==> config.mk <==
export PLATFORM = sky130hd
export DESIGN_NAME = cache_control_nway
export DESIGN_NICKNAME = d
export VERILOG_FILES = /design/src/rtl/cache_pkg.sv /design/src/rtl/plru_tree.sv /design/src/rtl/cache_control_nway.sv
export SDC_FILE = /design/constraint.sdc
export NUM_CORES = 1
export LEC_CHECK = 0
export CORE_AREA = 2 2 61 63
export CTS_BUF_LIST = sky130_fd_sc_hd__clkbuf_4 sky130_fd_sc_hd__clkbuf_8
export CTS_CLUSTER_DIAMETER = 60
export DETAILED_ROUTE_END_ITERATION = 7
export DIE_AREA = 0 0 63 65
export PLACE_DENSITY_LB_ADDON = 0.3
export SETUP_SLACK_MARGIN = 0.02
export SYNTH_ARGS = -nofsm -noshare
export SYNTH_HDL_FRONTEND = slang
export SYNTH_SLANG_ARGS = --single-unit
==> constraint.sdc <==
create_clock -name clk -period 2.5 [get_ports clk]
set_input_delay 0.625 -clock clk [delete_from_list [all_inputs] [get_ports clk]]
set_output_delay 0.625 -clock clk [all_outputs]
set_load 0.005 [all_outputs]
==> src/rtl/cache_pkg.sv <==
// Shared types and default geometry for the n-way cache controller.
package cache_pkg;

    localparam int DEF_NUM_WAYS = 4;
    localparam int DEF_NUM_SETS = 8;

    typedef enum logic [1:0] {
        IDLE  = 2'd0,
        EVICT = 2'd1,
        FILL  = 2'd2
    } state_e;

endpackage

==> src/rtl/plru_tree.sv <==
// Per-set tree pseudo-LRU: storage, victim walk and access update.
// Node 0 is the root; children of node n are 2n+1 (left) and 2n+2 (right).
module plru_tree #(
    parameter int NUM_WAYS = 4,
    parameter int NUM_SETS = 8
) (
    input  logic                        clk,
    input  logic                        rst_n,
    input  logic [$clog2(NUM_SETS)-1:0] set_idx,
    input  logic                        update,
    input  logic [$clog2(NUM_WAYS)-1:0] update_way,
    output logic [$clog2(NUM_WAYS)-1:0] victim
);

    localparam int WAY_BITS = $clog2(NUM_WAYS);
    localparam int NODE_W   = WAY_BITS + 1;

    logic [NUM_WAYS-2:0] plru_q [NUM_SETS];
    logic [NUM_WAYS-2:0] plru_d [NUM_SETS];

    // Victim walk: a 0 bit steers left, a 1 bit steers right.
    always_comb begin
        logic [NUM_WAYS-2:0] row;
        logic [NODE_W-1:0]   node;
        logic                bit_val;
        row  = plru_q[set_idx];
        node = '0;
        for (int l = 0; l < WAY_BITS; l++) begin
            bit_val = 1'b0;
            for (int k = 0; k < NUM_WAYS - 1; k++) begin
                if (node == NODE_W'(k)) begin
                    bit_val = row[k];
                end
            end
            node = (node << 1) + NODE_W'(1) + NODE_W'(bit_val);
        end
        victim = WAY_BITS'(node - NODE_W'(NUM_WAYS - 1));
    end

    // Access update: every node on the path to update_way points away from it.
    always_comb begin
        logic [NUM_WAYS-2:0] row;
        logic [NODE_W-1:0]   node;
        logic [WAY_BITS-1:0] sh;
        logic                dir;
        row  = plru_q[set_idx];
        node = '0;
        sh   = update_way;
        for (int l = 0; l < WAY_BITS; l++) begin
            dir = sh[WAY_BITS-1];
            for (int k = 0; k < NUM_WAYS - 1; k++) begin
                if (node == NODE_W'(k)) begin
                    row[k] = ~dir;
                end
            end
            node = (node << 1) + NODE_W'(1) + NODE_W'(dir);
            sh   = sh << 1;
        end
        plru_d = plru_q;
        if (update) begin
            plru_d[set_idx] = row;
        end
    end

    // PLRU storage; cleared to all-zero on reset.
    always_ff @(posedge clk) begin
        if (!rst_n) begin
            for (int s = 0; s < NUM_SETS; s++) begin
                plru_q[s] <= '0;
            end
        end else begin
            plru_q <= plru_d;
        end
    end

endmodule

==> src/rtl/cache_control_nway.sv <==
// Control FSM for an n-way set-associative write-back cache.
// Hits complete in one cycle; misses optionally write back a dirty victim,
// then fill the line and return to IDLE where the request replays as a hit.
module cache_control_nway
    import cache_pkg::*;
#(
    parameter int NUM_WAYS = DEF_NUM_WAYS,
    parameter int NUM_SETS = DEF_NUM_SETS
) (
    input  logic                        clk,
    input  logic                        rst_n,
    input  logic                        mem_read,
    input  logic                        mem_write,
    input  logic [$clog2(NUM_SETS)-1:0] set_idx,
    input  logic [NUM_WAYS-1:0]         hit_vec,
    input  logic [NUM_WAYS-1:0]         valid_vec,
    input  logic [NUM_WAYS-1:0]         dirty_vec,
    input  logic                        pmem_resp,
    output logic                        mem_resp,
    output logic                        pmem_read,
    output logic                        pmem_write,
    output logic                        datainmux_sel,
    output logic                        addressmux_sel,
    output logic [$clog2(NUM_WAYS)-1:0] victim_way,
    output logic [NUM_WAYS-1:0]         data_we,
    output logic [NUM_WAYS-1:0]         tag_we,
    output logic [NUM_WAYS-1:0]         valid_we,
    output logic [NUM_WAYS-1:0]         dirty_we,
    output logic                        dirty_in
);

    localparam int WAY_BITS = $clog2(NUM_WAYS);

    state_e              state_q, state_d;
    logic [WAY_BITS-1:0] victim_way_q, victim_way_d;

    logic [WAY_BITS-1:0] plru_victim;
    logic [WAY_BITS-1:0] hit_way;
    logic [WAY_BITS-1:0] inv_way;
    logic [WAY_BITS-1:0] sel_way;
    logic                has_inv;
    logic                plru_update;
    logic [NUM_WAYS-1:0] victim_onehot;

    plru_tree #(
        .NUM_WAYS (NUM_WAYS),
        .NUM_SETS (NUM_SETS)
    ) u_plru (
        .clk        (clk),
        .rst_n      (rst_n),
        .set_idx    (set_idx),
        .update     (plru_update),
        .update_way (hit_way),
        .victim     (plru_victim)
    );

    // Encode the hit way and the lowest-index invalid way; an invalid way
    // is always preferred over the PLRU choice.
    always_comb begin
        hit_way = '0;
        inv_way = '0;
        for (int i = NUM_WAYS - 1; i >= 0; i--) begin
            if (hit_vec[i]) begin
                hit_way = WAY_BITS'(i);
            end
            if (!valid_vec[i]) begin
                inv_way = WAY_BITS'(i);
            end
        end
        has_inv       = ~&valid_vec;
        sel_way       = has_inv ? inv_way : plru_victim;
        victim_onehot = NUM_WAYS'(1) << victim_way_q;
    end

    // Next-state and output decode.
    always_comb begin
        state_d        = state_q;
        victim_way_d   = victim_way_q;
        plru_update    = 1'b0;
        mem_resp       = 1'b0;
        pmem_read      = 1'b0;
        pmem_write     = 1'b0;
        datainmux_sel  = 1'b0;
        addressmux_sel = 1'b0;
        data_we        = '0;
        tag_we         = '0;
        valid_we       = '0;
        dirty_we       = '0;
        dirty_in       = 1'b0;
        unique case (state_q)
            IDLE: begin
                if (mem_read || mem_write) begin
                    if (|hit_vec) begin
                        mem_resp    = 1'b1;
                        plru_update = 1'b1;
                        // A simultaneous read and write is handled as a write.
                        if (mem_write) begin
                            data_we       = hit_vec;
                            dirty_we      = hit_vec;
                            datainmux_sel = 1'b1;
                            dirty_in      = 1'b1;
                        end
                    end else begin
                        victim_way_d = sel_way;
                        if (valid_vec[sel_way] && dirty_vec[sel_way]) begin
                            state_d = EVICT;
                        end else begin
                            state_d = FILL;
                        end
                    end
                end
            end
            EVICT: begin
                pmem_write     = 1'b1;
                addressmux_sel = 1'b1;
                if (pmem_resp) begin
                    state_d = FILL;
                end
            end
            FILL: begin
                pmem_read = 1'b1;
                if (pmem_resp) begin
                    data_we  = victim_onehot;
                    tag_we   = victim_onehot;
                    valid_we = victim_onehot;
                    dirty_we = victim_onehot;
                    state_d  = IDLE;
                end
            end
            default: begin
                state_d = IDLE;
            end
        endcase
    end

    // State and victim registers.
    always_ff @(posedge clk) begin
        if (!rst_n) begin
            state_q      <= IDLE;
            victim_way_q <= '0;
        end else begin
            state_q      <= state_d;
            victim_way_q <= victim_way_d;
        end
    end

    assign victim_way = victim_way_q;

endmodule

# Word-level counts from Yosys, hierarchy flattened
# Cells that the tools add are included.
op_classes:
  magnitude_cmp: 3
  shift: 1
  addsub: 5
  muxes: 46
  reduce_logical: 10
  bitwise_logic: 4
  n_eq_ne: 10
ops:
  columns: ["operator", "count"]
  rows:
  - ["2-to-1 mux 2 bit", 14]
  - ["bitwise mux 24 bit", 1]
  - ["2-to-1 mux 4 bit", 5]
  - ["2-to-1 mux 1 bit", 17]
  - ["binary-select mux 3 bit (select 3 bit)", 1]
  - ["demux 3 bit (select 3 bit)", 1]
  - ["2-to-1 mux 3 bit", 3]
  - ["inequality test 2 bit (second input constant)", 4]
  - ["one-hot mux 4 bit (2 select lines)", 1]
  - ["AND reduction 4 bit", 2]
  - ["zero test 3 bit", 2]
  - ["one-hot mux 2 bit (3 select lines)", 1]
  - ["adder 1 x 1 -> 2 bit (first input constant)", 2]
  - ["binary-select mux 1 bit (select 2 bit)", 2]
  - ["== test 2 x 1 -> 1 bit (second input constant)", 2]
  - ["== test 2 bit (second input constant)", 2]
  - [">= comparator 4 bit (second input constant)", 1]
  - ["less-than comparator 4 x 1 -> 1 bit (second input constant)", 1]
  - ["inverter 3 -> 4 bit", 1]
  - ["OR reduction 4 bit", 1]
  - ["<< shifter 1 x 2 -> 4 bit (first input constant)", 1]
  - ["== test 3 x 1 -> 1 bit (second input constant)", 1]
  - ["== test 3 x 2 -> 1 bit (second input constant)", 1]
  - ["less-than comparator 2 x 3 -> 1 bit (second input constant)", 1]
  - ["other kinds (8)", 11]
word_totals:
  input_bits: 20
  output_inout_bits: 24
  wordCells: 89
  ff_bits: 28

# Depth between registers and ports, before layout
logic_depth:
  word_depth: 19
  depth_mapped: 8

# By module
# Synthesis repeated with hierarchy kept, for this count alone.
hier_totals:
  hier_cells: 186
  hier_area_um2: 1649.1
by_module_without_submodules:
  columns: ["mod", "area_each_um2", "instances", "cells_per_inst", "seq_area_each_um2"]
  rows:
  - ["plru_tree", 1152.4, 1, 120, 480.5]
  - ["cache_control_nway", 496.7, 1, 66, 80.1]

# Least setup slack after synthesis
# OpenSTA, ideal clock, no wires.
synth_path:
  path_type: "input -> register"
  from: "input port set_idx[0]"
  to: "register u_plru.plru_q[19] in the netlist's numbering"
  arrival_time_ns: 2.116
  setup_ns: 0.116
  setup_slack_ns: 0.268
  required_time_ns: 2.384
  path_stages: 7
  path_buffers: 1
  cell_sequence: "buf_6 > mux4_1 > mux2_2 > o21bai_4 > a21oi_4 > nand2_1 > o211a_1"
synth_via:
  elab_chain_cells: 6
  elab_cells_between_ends: 11
  cone_classes: "order compare (2); mux (7); bitwise (1); reduce/logical (1)"
synth_lines:
  columns: ["element", "line", "rtl"]
  rows:
  - ["start: declaration", "cache_control_nway.sv:14", "input logic [$clog2(NUM_SETS)-1:0] set_idx,"]
  - ["inverter 3 -> 4 bit (not written as such) (*)", "plru_tree.sv:46, plru_tree.sv:61", null]
  - [">= comparator 4 bit (not written as such), or another cell as far along", "plru_tree.sv:61", "plru_d[set_idx] = row;"]
  - ["logical AND 1 bit (not written as such) or 2-to-1 mux 3 bit (tied branches)", "plru_tree.sv:61, plru_tree.sv:46", null]
  - ["2-to-1 mux 3 bit, on equally long branches", "plru_tree.sv:61, plru_tree.sv:46", null]
  - ["demux 3 bit (select 3 bit) or 2-to-1 mux 1 bit (tied branches)", "plru_tree.sv:61, plru_tree.sv:52", null]
  - ["bitwise mux 24 bit (*)", "plru_tree.sv:61", null]
  - ["end signal: assignment", "plru_tree.sv:72", "plru_q <= plru_d;"]
  - ["end: declaration", "plru_tree.sv:18", "logic [NUM_WAYS-2:0] plru_q [NUM_SETS];"]
# Every way passes the cells marked *; elsewhere a longest branch is shown, timed or not. The select of a mux whose other input is x is not followed.
# A chain may end at the register's enable or synchronous reset.

# Final worst setup path
layout_path:
  from: "register state_q[1]"
  to: "output port dirty_we[3]"
layout_via:
  elab_chain_cells: 2
  elab_cells_between_ends: 3
  cone_classes: "eq/ne (1); mux (1); reduce/logical (1)"
layout_lines:
  columns: ["element", "line", "rtl"]
  rows:
  - ["start: declaration", "cache_control_nway.sv:34", "state_e state_q, state_d;"]
  - ["start signal: assignment", "cache_control_nway.sv:142", "state_q <= state_d;"]
  - ["== test 2 bit or zero test 2 bit (tied branches)", "cache_control_nway.sv:90", "unique case (state_q)"]
  - ["one-hot mux 4 bit (2 select lines) (*)", "cache_control_nway.sv:90", null]
  - ["end: declaration", "cache_control_nway.sv:28", "output logic [NUM_WAYS-1:0] dirty_we,"]
# Every way passes the cells marked *; elsewhere a longest branch is shown, timed or not.

==> metrics.md <==
| Metric | Value |
|---|---|
| Status | `completed` |
| Core ar. | `0.00350 mm²` |
| IO Count | `44` |
| Post-synth EDFFs | `0` |
| Clock Sink Count | `28` |
| Async SR Flop Fraction | `0` |
| TNS Setup | `0 ns` |
| Worst-path maximum fanout | `3` |
| Fmax | `0.410 GHz` |
| Post-synth top area share | `0.338` |
| Fin cells | `294` |
| Ys Warns | `0` |
| Synth top cells by count | `dfxtp_1, nor2_1, nand2_1, nor3_1` |
| Deepest clock path buffer count | `2` |
| First drt pass iteration count | `4` |
| Register area share after synthesis | `0.338` |
| Vias | `1632` |
| Power Density | `414 mW/mm²` |
| Worst-margin pin slew | `0.362 ns` |
| Via density | `5.55` |
| Row count | `22` |
| RR Endpoint | `u_plru.plru_q[18]` |
| CTS tree | `yes` |
| Post-detail-place hpwl | `3310 µm` |
| Worst VDD drop | `0.000261 V` |
| Largest net degree at the start of global routing | `25` |
| Ranking of synthesized cells by area | `dfxtp_1, mux4_1, mux2i_1, o211a_1, nor2_1` |
| RSZ-0062 raised after global routing | `true` |
| Reg2Reg Setup Slack | `0.37 ns` |
| Wl on met1 | `2090 µm` |
| Layout Skew | `0.00638 ns` |
| Cells after Synth | `184` |
| Fin worst setup slack | `0.0594 ns` |
| Die ar. | `0.00410 mm²` |
| PortBufs | `43` |
| Sequential fraction of design power | `0.466` |
| Layout cell share with drive strength beyond 1 | `0.260` |
| Die width | `63 µm` |
| Endpoints failing setup | `0` |
| Place WS | `-0.411 ns` |
| Min-Delay Path Class | `reg -> reg` |
| Crit path kind | `reg -> out` |
| Synthesized area | `0.00166 mm²` |
| H-tree levels | `1` |
| Clk pwr share | `0.298` |
| Clk pin slew, worst setup/hold paths | `0.15 ns` |
| Reg2reg path depth | `13` |
| Vias in the first global route | `1565` |
| First-pass GRT wire length | `7580 µm` |
| Finished Core Util | `0.700` |
| Reg-to-Reg Start | `state_q[0]` |
| Top_reg_cell synth | `dfxtp_1` |
| Part of the cycle the worst path needs | `0.976` |
| Mean Syn Cell Area | `9.02 µm²` |
| Leakage | `1.12 nW` |
| Routed wire per std cell | `16.5 µm` |
| Syn Nets | `204` |
| GPL Wtd Cong | `0.849` |
| Switching component of the power | `0.259 mW` |
| Yosys reg bits | `28` |
| Top-count cell post-synth | `dfxtp_1` |
| GR Util All Layers | `0.237` |
| ANT cells | `0` |
| Hold Violations, Final | `0` |
| CP arrival | `1.82 ns` |
| Clock latency at the later pin of the worst-skew pair | `0.34 ns` |
| Chip Height | `65 µm` |
| Fin. max-slew vios | `0` |
| Logic gate share of total power | `0.236` |
| DR WL met2 | `2430 µm` |
| Critical Path End Type | `output port` |
| Internal power | `0.753 mW` |
| Total grt overflow | `0` |
| DRC viols | `0` |
| Overall power | `1.01 mW` |
| Maxcap violations | `0` |
| CTS buffer count | `3` |
| Max transition margin | `0.758` |
| Total Wirelength | `4850 µm` |
| Clk root buf | `clkbuf_4` |
| Dpl cells | `279` |
| Yosys top cell by area | `dfxtp_1` |
| Crit. Startpoint | `state_q[1]` |
| Fin crit period | `2.44 ns` |
| Switching portion of total power | `0.256` |
| Initial Util | `0.475` |
| Post-layout net count | `267` |
| CP Launch Type | `flop` |
| Starting DRC count in detailed routing | `87` |
| Initial antenna violation count | `0` |
| WP data required | `1.88 ns` |
| Critical Path End | `dirty_we[3]` |
| Cell variety after synth | `40` |
| Area Overhead vs Synth | `47.4%` |
| Top layer in use | `met4` |
| Met3 routed WL | `270 µm` |
| Antenna-violating nets left | `0` |
[worst min path at each step]
stage / slack, ns / start / end / cells after the start
2_1_floorplan: 0.45 / u_plru.plru_q[2] / u_plru.plru_q[2] / 2
3_5_place_dp: 0.48 / u_plru.plru_q[11] / u_plru.plru_q[11] / 2
3_3_place_gp: 0.47 / u_plru.plru_q[15] / u_plru.plru_q[15] / 2
5_1_grt: 0.53 / u_plru.plru_q[9] / u_plru.plru_q[9] / 2
6_report: 0.50 / u_plru.plru_q[9] / u_plru.plru_q[9] / 2
4_1_cts: 0.50 / u_plru.plru_q[11] / u_plru.plru_q[11] / 2
[layer usage]
metal  up-vias  track usage
met4         0       0.0667
li1        776            -
met2        65        0.426
met5         -            0
met1       785        0.295
met3         6       0.0330
[flip-flops by register name, indices dropped and copies added, names as in the netlist]
register	flops
u_plru.plru_q	24
victim_way	2
state_q	2
[worst max-delay path, cell delays in order, from the launching register on]
cell and delay, ns:
dfxtp_4 0.40, nor2b_4 0.21, nand3_4 0.12, nor2_4 0.16, a21o_1 0.11, clkdlybuf4s50_1 0.49
[through the flow]
step	area (µm²)	hold WS (ns)
final	2450	0.499
after global routing	2450	0.527
after CTS	2350	0.502
after detailed placement	2190	0.480
after global placement	2190	0.472
after floorplan	1660	0.452
[cell type report]
cell class,count,area [µm²]
clock inverter,1,30.0
multi-input combinational,135,1060
inverter,4,15.0
tap,48,60.1
fill,261,1050
sequential,28,564
clock buffer,3,22.5
timing repair buffer,75,689
[power by group through the flow]
stage	Sequential, mW	Combinational (mW)	Clock (mW)
floorplan	0.478	0.116	0
global placement	0.480	0.209	0
detailed placement	0.481	0.214	0
CTS	0.472	0.228	0.307
global route	0.473	0.256	0.328
finish	0.471	0.239	0.302
[timing repair]
action | 4_1_cts | 5_1_grt
hold buffers | 0 | 0
buffers inserted | 9 | 2
endpoints found under the setup margin | 21 | 28
resized for setup | 25 | 23
pin swaps | 4 | 5
[kinds of logic (layout without fill, tap and decap cells)]
kind of cell           after synthesis  count (layout)  share of synthesized area
AND/OR/NAND/NOR                     81              81                      0.254
buffers and inverters               21              83                     0.0807
AO/OA/AOI/OAI                       35              35                      0.170
multiplexers                        19              19                      0.158
flip-flops                          28              28                      0.338
[cells in the final DEF (no fill, tap or decap), types with 3 or more instances in the layout]
cell type,netlist,routed
buf_4,10,28
clkdlybuf4s50_1,0,27
dfxtp_1,28,27
nor2_1,23,18
nand2_1,15,14
mux2i_1,10,10
o211a_1,9,9
dlygate4sd2_1,0,9
nor3_1,11,8
nor3b_1,8,8
nor2b_1,9,7
o21ai_0,8,7
dlymetal6s2s_1,0,6
mux2_2,5,5
nor2_4,0,4
inv_1,4,4
a21o_1,4,4
mux4_1,4,4
buf_6,2,4
nor3_2,0,3
a21boi_0,4,3
clkbuf_4,0,3
No activity file was read; power rests on OpenSTA's default activity.
